**src/rtl/mux16_rr_scheduler.sv**
```systemverilog
// Round-robin arbiter owning the select of a shared 16:1 single-bit mux.
// Grants are held until release or MAX_HOLD cycles, with one idle cycle between grants.
module mux16_rr_scheduler #(
  parameter int MAX_HOLD = 8
) (
  input  logic        clk,
  input  logic        rst,
  input  logic        en,
  input  logic [15:0] req,
  output logic [15:0] gnt,
  output logic [3:0]  sel,
  output logic        gnt_valid,
  output logic        preempt
);

  typedef enum logic {IDLE, GRANT} state_e;

  localparam logic [7:0] HOLD_LAST = 8'(MAX_HOLD - 1);

  state_e      state_q, state_d;
  logic [15:0] gnt_q, gnt_d;
  logic [3:0]  sel_q, sel_d;
  logic [3:0]  last_q, last_d;
  logic [7:0]  hold_q, hold_d;
  logic        gnt_valid_q, gnt_valid_d;
  logic        preempt_q, preempt_d;

  logic        found;
  logic [3:0]  pick;
  logic [3:0]  idx;

  // Offset 16 wraps back onto last itself, so it is searched last.
  always_comb begin
    found = 1'b0;
    pick  = '0;
    idx   = '0;
    for (int i = 1; i <= 16; i++) begin
      idx = last_q + 4'(i);
      if (!found && req[idx]) begin
        found = 1'b1;
        pick  = idx;
      end
    end
  end

  always_comb begin
    state_d     = state_q;
    gnt_d       = gnt_q;
    sel_d       = sel_q;
    last_d      = last_q;
    hold_d      = hold_q;
    gnt_valid_d = gnt_valid_q;
    preempt_d   = 1'b0;
    case (state_q)
      IDLE: begin
        if (en && found) begin
          state_d     = GRANT;
          gnt_d       = 16'h1 << pick;
          sel_d       = pick;
          last_d      = pick;
          hold_d      = '0;
          gnt_valid_d = 1'b1;
        end
      end
      GRANT: begin
        if (!en || !req[sel_q]) begin
          state_d     = IDLE;
          gnt_d       = '0;
          gnt_valid_d = 1'b0;
        end else if (hold_q == HOLD_LAST) begin
          state_d     = IDLE;
          gnt_d       = '0;
          gnt_valid_d = 1'b0;
          preempt_d   = 1'b1;
        end else begin
          hold_d = hold_q + 8'd1;
        end
      end
      default: state_d = IDLE;
    endcase
  end

  always_ff @(posedge clk or posedge rst) begin
    if (rst) begin
      state_q     <= IDLE;
      gnt_q       <= '0;
      sel_q       <= '0;
      last_q      <= 4'd15;
      hold_q      <= '0;
      gnt_valid_q <= 1'b0;
      preempt_q   <= 1'b0;
    end else begin
      state_q     <= state_d;
      gnt_q       <= gnt_d;
      sel_q       <= sel_d;
      last_q      <= last_d;
      hold_q      <= hold_d;
      gnt_valid_q <= gnt_valid_d;
      preempt_q   <= preempt_d;
    end
  end

  assign gnt       = gnt_q;
  assign sel       = sel_q;
  assign gnt_valid = gnt_valid_q;
  assign preempt   = preempt_q;

  a_onehot: assert property (@(posedge clk) disable iff (rst) $onehot0(gnt_q));
  a_valid:  assert property (@(posedge clk) disable iff (rst) gnt_valid_q == (|gnt_q));
  a_sel:    assert property (@(posedge clk) disable iff (rst) gnt_valid_q |-> gnt_q[sel_q]);

endmodule
```
**config.mk**
```make
export PLATFORM = sky130hd
export DESIGN_NAME = mux16_rr_scheduler
export DESIGN_NICKNAME = d
export VERILOG_FILES = /design/src/rtl/mux16_rr_scheduler.sv
export SDC_FILE = /design/constraint.sdc
export NUM_CORES = 1
export LEC_CHECK = 0
export CORE_MARGIN = 2
export CORE_UTILIZATION = 28
export CTS_CLUSTER_DIAMETER = 50
export DETAILED_ROUTE_END_ITERATION = 10
export SKIP_CTS_REPAIR_TIMING = 1
export SYNTH_ARGS = -nofsm -noshare
export SYNTH_HDL_FRONTEND = slang
export SYNTH_SLANG_ARGS = --single-unit
```
**constraint.sdc**
```tcl
create_clock -name clk -period 12.3 [get_ports clk]
set_clock_uncertainty 0.05 [all_clocks]
set_input_delay 3.075 -clock clk [delete_from_list [all_inputs] [get_ports clk]]
set_output_delay 3.075 -clock clk [all_outputs]
set_load 0.03 [all_outputs]
```
==> flow_summary.yaml <==
outcome:
  status: "complete, no violations"
clock_network:
  cts_buffers: 5
  clk_path_buf_depth: 2
  cts_root_buffer: "clkbuf_16"
  cts.htree.levels: 2
  clock_latency_ps: 270
  cts_tree: "built"
  cts_sinks: 35
  path_clk_slew_ps: 50
logic_synthesis:
  syn-num-nets: 434
  ys_types: 68
  ys.flop_type: "dfrtp_1"
  yosysTopAreaCellShare: 0.190
  synthesis.area_um2: 4070
  yosysWarnings: 0
  synthCells: 406
  synth_edf_count: 0
  async_flop_share: 1.00
  synth_area_leaders: "dfrtp_1, mux4_2, mux4_1, mux2_2, mux2i_1"
  ys_ff_latch: 35
  yosysSeqAreaShare: 0.216
  synth_top_cell_by_area: "dfrtp_1"
  avgSynthCellArea_um2: 10.0
detailed_routing:
  viasPerCell: 5.90
  num_vias: 3655
  drtIter0Drc: 238
  ant_nets: 0
  first_pass_iters: 5
  wl_um: 11800
  routedWlPerCell_um: 19.1
  drc: 0
worst_setup_path:
  reg2regPathDepth: 9
  timing.rr.start: "last_q[1]"
  crit_fanout: 14
  arrival_ps: 7280
  critPathKind: "in2reg"
  critical_path.startpoint_type: "input pin"
  r2r_slack_ps: 6250
  endpoint_kind: "register"
  rr_endpoint: "gnt[11]"
  required_ps: 12410
final_layout:
  drive_gt1_frac: 0.168
  fin_nets: 462
  fillCellCount: 1485
  num_antenna_cells: 0
  regArea_um2: 881
  utilization: 0.330
  layout_common_cells: "nand2_1, clkdlybuf4s50_1, dfrtp_1, mux4_2"
  synthToLayoutAreaGrowth_pct: 16.3
  multi_input_area_um2: 3000
global_route:
  grt-ovfl-total: 0
  grt_usage: 0.150
  grt_pass1_vias: 3646
  grt_antenna_before_repair: 0
  grt_pass1_wl_um: 19400
  grt_max_degree: 36
timing:
  worst_slack_ps: 5120
  fin_crit_sh: 0.584
  setup_viol: 0
  relSlewSlack: 0.249
  max_slew.worst_pin.slew_ps: 1120
  hold_viol: 0
  rsz0062_at_grt: "false"
  drv_slew: 0
  post-route-min-period_ps: 7180
  setup_tns_ps: 0
  timing.fmax_ghz: 0.139
floorplan:
  start_util: 0.283
  dieArea_um2: 15500
  coreArea_um2: 14400
  pin_count: 41
  rows: 44
  die_y_um: 125
  die_w_um: 125
placed_design:
  dp_hpwl_um: 9040
  dp_slack_ps: 4910
  port_buffers: 40
  gp_congestion: 0.927
worst_hold_path:
  min_to: "gnt[12]"
  hold_path_depth: 1
  hold_path.startpoint: "gnt[12]"
  hold_path_class: "reg2reg"
job:
  drv_cap: 0
## cell usage after synthesis, drive strengths merged, types with 4 or more instances
master	instances
clkbuf	6
mux2	22
o21a	5
o21ai	28
dfrtp	31
a21oi	17
xor2	4
nand2	40
xnor2	11
dfstp	4
a221oi	4
a21o	4
nor3	9
nor2	24
a21boi	4
nand3	8
ha	9
a211oi	4
mux4	37
o31ai	6
nand2b	6
nand4	4
buf	15
mux2i	20
inv	16
a32o	9
nor2b	7
## worst max path at each step
stage	slack, ps	to	from
floorplan	6220	gnt[8]	req[15]
global placement	5000	gnt[13]	req[4]
detailed placement	4910	gnt[11]	req[7]
CTS	5190	gnt[11]	req[7]
global route	4800	hold_q[2]	req[5]
finish	5120	gnt[11]	req[5]
## registers in the layout, indices dropped and copies added (netlist names)
name       count
last_q         4
gnt           16
state_q        1
preempt        1
hold_q         8
gnt_valid      1
sel            4
## layer usage
metal	part of all wire	track usage	vias to the layer above
met3	0.049	0.0189	21
met1	0.47	0.210	1824
li1	-	-	1658
met2	0.46	0.244	152
met5	0	0	-
met4	0.023	0.0443	0
## critical path: stages
cell and delay (ps):
clkdlybuf4s50_1 550, mux4_2 510, mux2_2 300, mux2i_1 650, nand2b_1 300, nor4_4 690, a31oi_1 570, and2_1 380
a32o_1 240
## cell families after synthesis
logic type	count (synthesis)	share of synthesized area
AO/OA/AOI/OAI	114	0.203
XOR/XNOR	15	0.0323
adder cells (fa/ha/maj)	9	0.0277
buffers and inverters	38	0.0492
flip-flops	35	0.216
multiplexers	79	0.326
AND/OR/NAND/NOR	116	0.146
## metrics by stage
stage          area (um^2)  hold slack, ps  std cells
2_1_floorplan         4070             425        406
3_3_place_gp          4580             421        611
3_5_place_dp          4580             433        611
4_1_cts               4730             443        619
5_1_grt               4740             471        619
6_report              4740             439        619
## layout make-up
type,count,share of cell area
Sequential cell,35,0.186
Clock buffer,7,0.0301
Timing Repair Buffer,42,0.0877
Clock inverter,1,0.00106
Multi-Input combinational cell,333,0.633
Tap cell,184,0.0486
Inverter,17,0.0135
Power is left out: the tool's default activity adds up to more than one toggle a clock period on the data nets, which glitch-free logic cannot reach.
